[src/rtl/pipe_hazard_ctrl_pkg.sv]
// ----------------------------------------------------------------------------
// pcpu_hazard_pkg
// Shared types and constants for the pipeline hazard controller.
//   FWD_W      : width of an operand forwarding select
//   fwd_sel_t  : forwarding select (0 = register file, k = pipeline stage k)
//   FWD_RF     : select value meaning "take the register file"
//   hz_state_t : hazard FSM state encoding
//   sat_inc32  : 32-bit saturating increment used by the optional counters
// ----------------------------------------------------------------------------
package pcpu_hazard_pkg;

    localparam int FWD_W = 3;

    typedef logic [FWD_W-1:0] fwd_sel_t;

    localparam fwd_sel_t FWD_RF = '0;

    typedef enum logic [1:0] {
        ST_IDLE     = 2'd0,
        ST_MDU_BUSY = 2'd1,
        ST_FLUSH    = 2'd2
    } hz_state_t;

    // Counter that sticks at all-ones instead of wrapping to zero.
    function automatic logic [31:0] sat_inc32(input logic [31:0] v, input logic en);
        return (en && (v != '1)) ? v + 32'd1 : v;
    endfunction

endpackage

[src/rtl/pipe_hazard_ctrl_if.sv]
// ----------------------------------------------------------------------------
// pipe_hazard_ctrl_if
// Bundle between the pipeline datapath and the hazard controller.
//   Decode stage  : id_rs/id_rt (+ _used), id_wreg/id_waddr, id_mdu,
//                   id_branch/id_taken
//   Later stages  : st_wreg, st_mem2reg (bit k-1 = stage k),
//                   st_waddr (packed, stage 1 in the LSBs)
//   Controls back : fwda, fwdb, stall, flush, mdu_busy
//   Optional      : perf_loaduse, perf_mdu, perf_flush when
//                   PCPU_HAZARD_PERF_EN is defined
// Modports: master = datapath side, slave = hazard controller.
// ----------------------------------------------------------------------------
interface pipe_hazard_ctrl_if import pcpu_hazard_pkg::*; #(
    parameter int NFWD = 2,
    parameter int AW   = 5
) ();

    logic [AW-1:0]      id_rs;
    logic [AW-1:0]      id_rt;
    logic               id_rs_used;
    logic               id_rt_used;
    logic               id_wreg;
    logic [AW-1:0]      id_waddr;
    logic               id_mdu;
    logic               id_branch;
    logic               id_taken;
    logic [NFWD-1:0]    st_wreg;
    logic [NFWD-1:0]    st_mem2reg;
    logic [NFWD*AW-1:0] st_waddr;

    fwd_sel_t           fwda;
    fwd_sel_t           fwdb;
    logic               stall;
    logic               flush;
    logic               mdu_busy;

`ifdef PCPU_HAZARD_PERF_EN
    logic [31:0]        perf_loaduse;
    logic [31:0]        perf_mdu;
    logic [31:0]        perf_flush;

    modport master (
        output id_rs, id_rt, id_rs_used, id_rt_used, id_wreg, id_waddr,
               id_mdu, id_branch, id_taken, st_wreg, st_mem2reg, st_waddr,
        input  fwda, fwdb, stall, flush, mdu_busy,
               perf_loaduse, perf_mdu, perf_flush
    );

    modport slave (
        input  id_rs, id_rt, id_rs_used, id_rt_used, id_wreg, id_waddr,
               id_mdu, id_branch, id_taken, st_wreg, st_mem2reg, st_waddr,
        output fwda, fwdb, stall, flush, mdu_busy,
               perf_loaduse, perf_mdu, perf_flush
    );
`else
    modport master (
        output id_rs, id_rt, id_rs_used, id_rt_used, id_wreg, id_waddr,
               id_mdu, id_branch, id_taken, st_wreg, st_mem2reg, st_waddr,
        input  fwda, fwdb, stall, flush, mdu_busy
    );

    modport slave (
        input  id_rs, id_rt, id_rs_used, id_rt_used, id_wreg, id_waddr,
               id_mdu, id_branch, id_taken, st_wreg, st_mem2reg, st_waddr,
        output fwda, fwdb, stall, flush, mdu_busy
    );
`endif

endinterface

[src/rtl/pipe_hazard_ctrl_mdu_scoreboard.sv]
// ----------------------------------------------------------------------------
// mdu_scoreboard
// Tracks the single in-flight multi-cycle (mul/div) operation: a countdown
// from issue to writeback and one pending bit per architectural register.
//   clk, rst     : clock, synchronous active-high reset (abandons the op)
//   issue        : an MDU op leaves decode this cycle (already unstalled)
//   issue_wreg   : that op writes a register
//   issue_waddr  : its destination register
//   pending      : per-register "result not yet written back"
//   busy         : countdown nonzero (unit occupied)
//   last         : countdown is 1, the op writes back at this edge
//   busy_next    : unit will still be occupied after this edge
// ----------------------------------------------------------------------------
module mdu_scoreboard #(
    parameter int MDU_LAT = 8,
    parameter int AW      = 5
) (
    input  logic              clk,
    input  logic              rst,
    input  logic              issue,
    input  logic              issue_wreg,
    input  logic [AW-1:0]     issue_waddr,
    output logic [2**AW-1:0]  pending,
    output logic              busy,
    output logic              last,
    output logic              busy_next
);

    localparam int NREG  = 2**AW;
    localparam int CNT_W = $clog2(MDU_LAT + 1);

    logic [CNT_W-1:0] count_q,   count_d;
    logic [NREG-1:0]  pending_q, pending_d;
    logic [AW-1:0]    dest_q,    dest_d;

    always_comb begin
        // NOTE: every variable is given its hold value first, so no path can leave it unassigned and infer a latch.
        count_d   = count_q;
        pending_d = pending_q;
        dest_d    = dest_q;

        if (count_q != '0) begin
            count_d = count_q - 1'b1;
            // Writeback happens as the count reaches zero.
            if (count_q == CNT_W'(1)) begin
                pending_d[dest_q] = 1'b0;
            end
        end

        // Issue is only possible while idle (a busy unit stalls id_mdu), so
        // the load never collides with an outstanding op.
        if (issue) begin
            count_d = CNT_W'(MDU_LAT);
            dest_d  = '0;
            // Register 0 is hardwired zero and is never marked pending.
            if (issue_wreg && (issue_waddr != '0)) begin
                pending_d[issue_waddr] = 1'b1;
                dest_d                 = issue_waddr;
            end
        end
    end

    // NOTE: sequential state is updated with non-blocking assignments so every flop samples pre-edge values.
    always_ff @(posedge clk) begin
        // NOTE: pending is a flop vector rather than a RAM, so it is reset along with the rest of the state.
        if (rst) begin
            count_q   <= '0;
            pending_q <= '0;
            dest_q    <= '0;
        end else begin
            count_q   <= count_d;
            pending_q <= pending_d;
            dest_q    <= dest_d;
        end
    end

    assign pending   = pending_q;
    assign busy      = (count_q != '0);
    assign last      = (count_q == CNT_W'(1));
    assign busy_next = (count_d != '0);

endmodule

[src/rtl/pipe_hazard_ctrl.sv]
// ----------------------------------------------------------------------------
// pipe_hazard_ctrl
// Hazard controller for an in-order pipeline: operand forwarding selects,
// load-use and multi-cycle-unit stalls, and branch flush.
//   clk, rst : clock, synchronous active-high reset
//   hz       : pipe_hazard_ctrl_if.slave (decode/stage info in,
//              fwda/fwdb/stall/flush/mdu_busy out)
// Parameters: NFWD forwarding stages (1..4), MDU_LAT issue-to-writeback
// latency (2..31), AW register address width.
// Optional: define PCPU_HAZARD_PERF_EN to add saturating 32-bit counters
// perf_loaduse / perf_mdu / perf_flush on the interface.
// ----------------------------------------------------------------------------
module pipe_hazard_ctrl import pcpu_hazard_pkg::*; #(
    parameter int NFWD    = 2,
    parameter int MDU_LAT = 8,
    parameter int AW      = 5
) (
    input  logic              clk,
    input  logic              rst,
    pipe_hazard_ctrl_if.slave hz
);

    localparam int NREG = 2**AW;

    // Lowest (youngest) matching stage wins; scanning downward lets the
    // last assignment be the lowest k.
    function automatic fwd_sel_t fwd_pick(
        input logic               used,
        input logic [AW-1:0]      src,
        input logic [NFWD-1:0]    wreg,
        input logic [NFWD*AW-1:0] waddr
    );
        fwd_sel_t sel;
        sel = FWD_RF;
        if (used && (src != '0)) begin
            for (int k = NFWD; k >= 1; k--) begin
                if (wreg[k-1] && (waddr[(k-1)*AW +: AW] == src)) begin
                    sel = fwd_sel_t'(k);
                end
            end
        end
        return sel;
    endfunction

    logic [NREG-1:0] pending;
    logic            mdu_busy;
    logic            mdu_last;
    logic            mdu_busy_next;
    logic            stage1_load;
    logic            lu_rs, lu_rt;
    logic            sb_rs, sb_rt, sb_waw, mdu_struct;
    logic            stall_loaduse, stall_mdu, stall;
    logic            issue, br_taken;
    hz_state_t       state_q;

    // Only a stage-1 load is too late to forward; deeper loads already
    // have their data, so the other mem2reg bits are informational.
    logic unused_mem2reg;
    assign unused_mem2reg = ^hz.st_mem2reg;

    assign hz.fwda = fwd_pick(hz.id_rs_used, hz.id_rs, hz.st_wreg, hz.st_waddr);
    assign hz.fwdb = fwd_pick(hz.id_rt_used, hz.id_rt, hz.st_wreg, hz.st_waddr);

    // Load-use: rs and rt are evaluated independently and ORed.
    assign stage1_load = hz.st_wreg[0] && hz.st_mem2reg[0];
    assign lu_rs = stage1_load && hz.id_rs_used && (hz.id_rs != '0) &&
                   (hz.st_waddr[AW-1:0] == hz.id_rs);
    assign lu_rt = stage1_load && hz.id_rt_used && (hz.id_rt != '0) &&
                   (hz.st_waddr[AW-1:0] == hz.id_rt);

    // Scoreboard hazards: RAW on a pending result, WAW on a pending
    // destination, and a structural hazard on the single MDU.
    assign sb_rs      = hz.id_rs_used && (hz.id_rs != '0) && pending[hz.id_rs];
    assign sb_rt      = hz.id_rt_used && (hz.id_rt != '0) && pending[hz.id_rt];
    assign sb_waw     = hz.id_wreg && (hz.id_waddr != '0) && pending[hz.id_waddr];
    assign mdu_struct = hz.id_mdu && mdu_busy;

    assign stall_loaduse = lu_rs || lu_rt;
    assign stall_mdu     = sb_rs || sb_rt || sb_waw || mdu_struct;
    assign stall         = !rst && (stall_loaduse || stall_mdu);

    // A stalled decode does nothing: no MDU issue, no branch redirect. A
    // stalled taken branch is simply seen again once the stall clears.
    assign issue    = hz.id_mdu && !stall;
    assign br_taken = hz.id_branch && hz.id_taken && !stall;

    mdu_scoreboard #(
        .MDU_LAT (MDU_LAT),
        .AW      (AW)
    ) u_sb (
        .clk         (clk),
        .rst         (rst),
        .issue       (issue),
        .issue_wreg  (hz.id_wreg),
        .issue_waddr (hz.id_waddr),
        .pending     (pending),
        .busy        (mdu_busy),
        .last        (mdu_last),
        .busy_next   (mdu_busy_next)
    );

    // flush is decoded straight from the state register, so it is a
    // registered, one-cycle pulse per accepted taken branch.
    always_ff @(posedge clk) begin
        if (rst) begin
            state_q <= ST_IDLE;
        end else if (br_taken) begin
            state_q <= ST_FLUSH;
        end else begin
            unique case (state_q)
                ST_IDLE:     if (issue) state_q <= ST_MDU_BUSY;
                ST_MDU_BUSY: if (mdu_last && !issue) state_q <= ST_IDLE;
                ST_FLUSH:    state_q <= mdu_busy_next ? ST_MDU_BUSY : ST_IDLE;
                default:     state_q <= ST_IDLE;
            endcase
        end
    end

    assign hz.stall    = stall;
    assign hz.flush    = (state_q == ST_FLUSH);
    assign hz.mdu_busy = mdu_busy;

`ifdef PCPU_HAZARD_PERF_EN
    logic [31:0] perf_loaduse_q, perf_loaduse_d;
    logic [31:0] perf_mdu_q,     perf_mdu_d;
    logic [31:0] perf_flush_q,   perf_flush_d;

    assign perf_loaduse_d = sat_inc32(perf_loaduse_q, stall_loaduse);
    assign perf_mdu_d     = sat_inc32(perf_mdu_q, stall_mdu);
    assign perf_flush_d   = sat_inc32(perf_flush_q, hz.flush);

    always_ff @(posedge clk) begin
        if (rst) begin
            perf_loaduse_q <= '0;
            perf_mdu_q     <= '0;
            perf_flush_q   <= '0;
        end else begin
            perf_loaduse_q <= perf_loaduse_d;
            perf_mdu_q     <= perf_mdu_d;
            perf_flush_q   <= perf_flush_d;
        end
    end

    assign hz.perf_loaduse = perf_loaduse_q;
    assign hz.perf_mdu     = perf_mdu_q;
    assign hz.perf_flush   = perf_flush_q;
`endif

endmodule

[src/flat_wrapper.sv]
// flat-port wrapper written by rule: the top's interface ports become plain ports
module pipe_hazard_ctrl_flat import pcpu_hazard_pkg::*;
#(
    parameter int NFWD    = 2,
    parameter int MDU_LAT = 8,
    parameter int AW      = 5
)
  (clk, rst, hz_id_rs, hz_id_rt, hz_id_rs_used, hz_id_rt_used, hz_id_wreg, hz_id_waddr, hz_id_mdu, hz_id_branch, hz_id_taken, hz_st_wreg, hz_st_mem2reg, hz_st_waddr, hz_fwda, hz_fwdb, hz_stall, hz_flush, hz_mdu_busy);
  pipe_hazard_ctrl_if #(.NFWD(NFWD), .AW(AW)) hz_i ();
  input  logic clk;
  input  logic rst;
  input wire logic [$bits(hz_i.id_rs)-1:0] hz_id_rs;
  input wire logic [$bits(hz_i.id_rt)-1:0] hz_id_rt;
  input wire logic [$bits(hz_i.id_rs_used)-1:0] hz_id_rs_used;
  input wire logic [$bits(hz_i.id_rt_used)-1:0] hz_id_rt_used;
  input wire logic [$bits(hz_i.id_wreg)-1:0] hz_id_wreg;
  input wire logic [$bits(hz_i.id_waddr)-1:0] hz_id_waddr;
  input wire logic [$bits(hz_i.id_mdu)-1:0] hz_id_mdu;
  input wire logic [$bits(hz_i.id_branch)-1:0] hz_id_branch;
  input wire logic [$bits(hz_i.id_taken)-1:0] hz_id_taken;
  input wire logic [$bits(hz_i.st_wreg)-1:0] hz_st_wreg;
  input wire logic [$bits(hz_i.st_mem2reg)-1:0] hz_st_mem2reg;
  input wire logic [$bits(hz_i.st_waddr)-1:0] hz_st_waddr;
  output wire logic [$bits(hz_i.fwda)-1:0] hz_fwda;
  output wire logic [$bits(hz_i.fwdb)-1:0] hz_fwdb;
  output wire logic [$bits(hz_i.stall)-1:0] hz_stall;
  output wire logic [$bits(hz_i.flush)-1:0] hz_flush;
  output wire logic [$bits(hz_i.mdu_busy)-1:0] hz_mdu_busy;
  assign hz_i.id_rs = hz_id_rs;
  assign hz_i.id_rt = hz_id_rt;
  assign hz_i.id_rs_used = hz_id_rs_used;
  assign hz_i.id_rt_used = hz_id_rt_used;
  assign hz_i.id_wreg = hz_id_wreg;
  assign hz_i.id_waddr = hz_id_waddr;
  assign hz_i.id_mdu = hz_id_mdu;
  assign hz_i.id_branch = hz_id_branch;
  assign hz_i.id_taken = hz_id_taken;
  assign hz_i.st_wreg = hz_st_wreg;
  assign hz_i.st_mem2reg = hz_st_mem2reg;
  assign hz_i.st_waddr = hz_st_waddr;
  assign hz_fwda = hz_i.fwda;
  assign hz_fwdb = hz_i.fwdb;
  assign hz_stall = hz_i.stall;
  assign hz_flush = hz_i.flush;
  assign hz_mdu_busy = hz_i.mdu_busy;
  pipe_hazard_ctrl #(.NFWD(NFWD), .MDU_LAT(MDU_LAT), .AW(AW)) u_core (.clk(clk), .rst(rst), .hz(hz_i));
endmodule
[config.mk]
export PLATFORM = sky130hd
export DESIGN_NAME = pipe_hazard_ctrl_flat
export DESIGN_NICKNAME = d
export VERILOG_FILES = /design/src/rtl/pipe_hazard_ctrl_pkg.sv /design/src/rtl/pipe_hazard_ctrl_if.sv /design/src/rtl/pipe_hazard_ctrl_mdu_scoreboard.sv /design/src/rtl/pipe_hazard_ctrl.sv /design/src/flat_wrapper.sv
export SDC_FILE = /design/constraint.sdc
export NUM_CORES = 1
export LEC_CHECK = 0
export BUFFER_PORTS_ARGS = -buffer_cell sky130_fd_sc_hd__clkbuf_2
export CAP_MARGIN = 20
export CELL_PAD_IN_SITES_DETAIL_PLACEMENT = 0
export CELL_PAD_IN_SITES_GLOBAL_PLACEMENT = 1
export CORE_AREA = 2 2 93 95
export CTS_CLUSTER_DIAMETER = 40
export CTS_CLUSTER_SIZE = 8
export DETAILED_ROUTE_END_ITERATION = 12
export DIE_AREA = 0 0 95 97
export PLACE_DENSITY_LB_ADDON = 0.1
export SLEW_MARGIN = 20
export SYNTH_ARGS = -nofsm -noshare
export SYNTH_HDL_FRONTEND = slang
export SYNTH_SLANG_ARGS = --single-unit
[constraint.sdc]
create_clock -name clk -period 5.9 [get_ports clk]
set_input_delay 1.18 -clock clk [delete_from_list [all_inputs] [get_ports clk]]
set_output_delay 1.18 -clock clk [all_outputs]
set_load 0.02 [all_outputs]
; ---- Yosys cells after proc, flatten, opt, wreduce, memory -nomap -nowiden
; Cells that the tools add are included.
[totals]
regBits = 43
[op_classes]
n_addsub = 1
n_lt_le_gt_ge = 6
mux = 28
bitwise_logic = 3
eq_ne = 11
reduce_logical = 42
[ops]
columns = cell, count
row1 = $mux 32, 4
row2 = $and 32x32->32, 1
row3 = $not 32->32, 1
row4 = $or 32x32->32, 1
row5 = $logic_and 1x1->1, 25
row6 = $lt 5x6->1 const B, 4
row7 = $eq 5x5->1, 4
row8 = $bmux 1 s5, 3
row9 = $reduce_bool 5->1, 3
row10 = $mux 2, 7
row11 = $demux 1 s5, 2
row12 = $ge 5x1->1 const B, 2
row13 = $mux 4, 2
row14 = $reduce_bool 4->1, 2
row15 = $mux 1, 6
row16 = $mux 3, 2
row17 = $ne 3x1->1 const B, 2
row18 = $pmux 2 s3, 1
row19 = $logic_or 1x1->1, 5
row20 = $mux 5, 1
row21 = $eq 4x1->1 const B, 1
row22 = $ne 2x1->1 const B, 2
row23 = $reduce_and 2->1, 2
row24 = $sub 4x1->4 const B, 1
row25 = other kinds (5), 7

; ---- Logic depth before layout (Yosys ltp)
[depth]
ltp_word = 15
depth_mapped = 10
mapped_depth_nobuf = 9

; ---- Hierarchy
; Synthesis repeated with hierarchy kept, for this count alone.
[hier_totals]
hier_cells = 346
area_unflattened_um2 = 3213.1
[modules_own_cells]
columns = module, seq_area_each_um2, area_each_um2, n_inst, cells_per_inst
row1 = mdu_scoreboard, 820.8, 1871.8, 1, 219
row2 = pipe_hazard_ctrl, 40.0, 1341.3, 1, 127

; ---- Worst setup path after synthesis
; No wires, ideal clock.
[synth_path]
path_type = input to output
startpoint = input hz_id_rs[3]
endpoint = output hz_stall
required_time_ns = 4.720
arrival_ns = 3.079
cell_stages = 8
slack_ns = 1.641
path_cell_list = clkbuf_1 -> xnor2_1 -> nand4_1 -> nor3_1 -> o21ai_4 -> o2111a_1 -> buf_4 -> nor2_1
[synth_between]
elab_chain_len = 8
word_cells_on_any_way = 14
[synth_lines]
columns = item, line
row1 = start: declaration, flat_wrapper.sv:12  ; input wire logic [$bits(hz_i.id_rs)-1:0] hz_id_rs;
row2 = $bmux 1 s5 or $reduce_bool 5->1 (tied branches), "pipe_hazard_ctrl.sv:73, pipe_hazard_ctrl.sv:66"
row3 = $mux 1 (implied by the code) or $logic_and 1x1->1 (tied branches), pipe_hazard_ctrl.sv:73  ; assign sb_rs = hz.id_rs_used && (hz.id_rs != '0) && pending[hz.id_rs];
row4 = $logic_and 1x1->1, pipe_hazard_ctrl.sv:73
row5 = $logic_or 1x1->1 (3 in series), pipe_hazard_ctrl.sv:79  ; assign stall_mdu = sb_rs || sb_rt || sb_waw || mdu_struct;
row6 = $logic_or 1x1->1 (*), pipe_hazard_ctrl.sv:80  ; assign stall = !rst && (stall_loaduse || stall_mdu);
row7 = $logic_and 1x1->1 (*), pipe_hazard_ctrl.sv:80
row8 = end: declaration, flat_wrapper.sv:26  ; output wire logic [$bits(hz_i.stall)-1:0] hz_stall;
; Mark *: on every way between the ends. The rest lies on a longest branch, timed or not. The select of a mux whose other input is x is not followed.

; ---- Final worst setup path
[layout_path]
startpoint = input hz_id_waddr[1]
endpoint = output hz_stall
[layout_between]
elab_chain_len = 7
word_cells_on_any_way = 9
[layout_lines]
columns = item, line
row1 = start: declaration, flat_wrapper.sv:17  ; input wire logic [$bits(hz_i.id_waddr)-1:0] hz_id_waddr;
row2 = $bmux 1 s5 or $reduce_bool 5->1 (tied branches), pipe_hazard_ctrl.sv:75  ; assign sb_waw = hz.id_wreg && (hz.id_waddr != '0) && pending[hz.id_waddr];
row3 = $mux 1 (implied by the code) or $logic_and 1x1->1 (tied branches), pipe_hazard_ctrl.sv:75
row4 = $logic_and 1x1->1 (*), pipe_hazard_ctrl.sv:75
row5 = $logic_or 1x1->1 (*) (2 in series), pipe_hazard_ctrl.sv:79
row6 = $logic_or 1x1->1 (*), pipe_hazard_ctrl.sv:80
row7 = $logic_and 1x1->1 (*), pipe_hazard_ctrl.sv:80
; Marks and branches as above.

==> results.yml <==
logic_synthesis:
  synth.top_cell.area_share_pct: 25.8
  yosysSeqAreaShare_pct: 25.8
  synth-edff-count: 0
  yosysTopAreaCell: "dfxtp_1"
  yosys_register_bits: 43
  avgSynthCellArea_um2: 8.72
  synth_cells: 383
  synthTopCellsByArea: "dfxtp_1, mux2i_1, mux4_2"
  synth_cell_type_count: 68
  synth_ff_type: "dfxtp_1"
  ys_warn_count: 0
  synthArstFlopShare_pct: 0
  synth_area_mm2: 0.00334
setup_path:
  critical_path_arrival_ns: 3.62
  cp.required_ns: 4.72
  start_kind: "primary input"
  worst_path_largest_cell_delay_ns: 0.60
  critPathCaptureType: "output pin"
  crit_path_cell_trace: "clkbuf_2, mux2i_1, o22ai_1, a2111oi_1, o221a_2, o2111a_1, buf_4, nor2_1, clkbuf_2"
  cp_top_family: "compound AO/OA/AOI/OAI gates"
  cpMaxStageDelayCell: "a2111oi_1"
  critPathKind: "primary input to output pin"
  worst_path_most_repeated_cell: "clkbuf_2"
  critical_path.max_fanout: 22
  path_buf_inv: 3
cts:
  cts_tree: "yes"
  h-tree-depth: 2
  cts_resized: 0
  cts_made_buffers: 5
  cts.clk_slew.worst_paths_ns: 0.08
  cts_sinks: 43
  cts_setup_buffers: 0
  clkLatencyLatePin_ns: 0.30
  cts-root-buf: "clkbuf_8"
  cts_max_path_buffers: 2
  cts_hold_buffers: 0
finish:
  num_antenna_cells: 0
  drive_above_1_share_pct: 19.2
  area_growth_pct: 7.79
  multi_input_comb_area_mm2: 0.00224
  nNetsFinal: 445
  fillers: 818
  register_area_um2: 861
  layout_commonest_cell: "dfxtp_1"
  final_cell_area_mm2: 0.00360
  most-common-layout-cells: "dfxtp_1, clkbuf_2, nand2_1"
pwr:
  netSwitchingPower_mw: 0.302
  switching_share_pct: 36.0
  p_clk_share_pct: 27.8
  p_int_mw: 0.535
  power_mw: 0.837
  pwr-share-seq_pct: 38.6
  powerDensity_mw_per_mm2: 232
  ir_worst_vdd_mv: 0.172
  combPwrFrac_pct: 33.6
  p_leak_nw: 1.31
floorplanning:
  num_io_pins: 46
  start_util_pct: 41.1
  num_rows: 33
  core-area_mm2: 0.00813
  fp.dieW_um: 95
  fp.dieH_um: 97
  die_area_mm2: 0.00922
placed_design:
  gp_congestion: 0.845
  dp.final_hpwl_um: 7300
  dpl_cell_area_mm2: 0.00349
  port_buffers: 42
timing:
  period_share_pct: 81.3
  finClkSkew_ns: 0.00947
  final_max_slew_viol_count: 0
  clock.fmax_ghz: 0.209
  setup_violations: 0
  min_period_ns: 4.80
  setup_tns_ns: 0
  rsz0062_at_grt: "false"
  whs_ns: 0.503
  tightestPinTransition_ns: 0.999
  hold_viol_final: 0
  slew_headroom_pct: 33.3
detailed_routing:
  vias: 3041
  drt_iter0_markers: 173
  drt-wirelength-per-cell_um: 18.5
  firstDrtPassIters: 4
  remaining_drc_errors: 0
  postRouteWirelength_um: 9490
  via_per_inst: 5.94
  drtAntennaViolNets: 0
grt:
  gr-total-overflow: 0
  grt_pass1_wl_um: 15000
  grt_use_total_pct: 20.9
  antenna_found_initial: 0
  grt_max_degree: 33
  grt_pass1_vias: 2791
status:
  status: "completed"
job:
  cap_viol_max_count: 0
min_path:
  min_path_type: "register to register"
path summary, 6_finish.rpt:
check                               start                       to  cells past startpoint  slack (ns)
setup / recovery           hz_id_waddr[1]                 hz_stall                      9        1.10
hold reg to reg   u_core.u_sb.pending[13]  u_core.u_sb.pending[13]                      2        0.50
setup reg to reg   u_core.u_sb.count_q[0]  u_core.u_sb.pending[26]                      9        3.17
hold / removal    u_core.u_sb.pending[13]  u_core.u_sb.pending[13]                      2        0.50
registers in the layout, indices dropped and copies added, names as in the netlist:
name                 cells
u_core.state_q           2
u_core.u_sb.pending     32
u_core.u_sb.count_q      4
u_core.u_sb.dest_q       5
layer usage:
metal | wire length, µm | global-route usage (%) | share of wire [%]
met5 | 0 | 0 | 0
met4 | 288 | 7.58 | 3.0
met3 | 443 | 2.18 | 4.7
met2 | 4290 | 32.5 | 45
met1 | 4470 | 29.8 | 47
cells in the mapped netlist (8+ instances only):
cell	instances
a21oi_1	9
nor2_1	19
dfxtp_1	43
nand3_1	26
o21ai_0	13
xor2_1	8
o21ai_1	17
mux2i_1	27
inv_1	9
clkbuf_1	9
xnor2_1	14
o211ai_1	16
nand4_1	8
nor3_1	17
nand2_1	37
worst min-delay path, stage by stage (launching register included):
cell     delay (ns)
dfxtp_1        0.34
nand3_1        0.07
o21ai_1        0.05
metrics by stage:
step                      setup WS [ns]  utilization, %  instances
final                              1.10            44.3        512
after global routing              0.907            44.3        512
after CTS                          1.13            44.3        512
after detailed placement           1.13            42.9        504
after global placement             1.18            42.9        504
after floorplan                    1.64               -        384
power by group through the flow:
| stage | Combinational (mW) | Clock [mW] | Sequential [mW] |
|---|---|---|---|
| final | 0.281 | 0.233 | 0.323 |
| after global routing | 0.312 | 0.248 | 0.327 |
| after CTS | 0.283 | 0.239 | 0.323 |
| after detailed placement | 0.282 | 0 | 0.330 |
| after global placement | 0.281 | 0 | 0.330 |
| after floorplan | 0.216 | 0 | 0.324 |
logic make-up (layout without fill, tap and decap cells):
| group | Yosys count | in the layout | synth area share [%] |
|---|---|---|---|
| other | 1 | 2 | 0.112 |
| AOI/OAI and AO/OA | 90 | 90 | 19.8 |
| adders and majority gates | 2 | 2 | 0.749 |
| muxes | 41 | 41 | 17.4 |
| xor gates and xnor gates | 22 | 22 | 5.77 |
| buffers and inverters | 37 | 60 | 7.15 |
| and+or+nand+nor | 147 | 147 | 23.3 |
| DFF | 43 | 43 | 25.8 |
layout make-up:
type | count | share of cell area (%)
clock buffers | 5 | 1.91
clock inverters | 3 | 1.22
inverters | 9 | 0.938
multi-input cells | 304 | 62.3
flip-flops and latches | 43 | 23.9
well taps | 105 | 3.65
repair buffers | 43 | 6.05
Note: power is estimated with default switching activity, not from simulation.
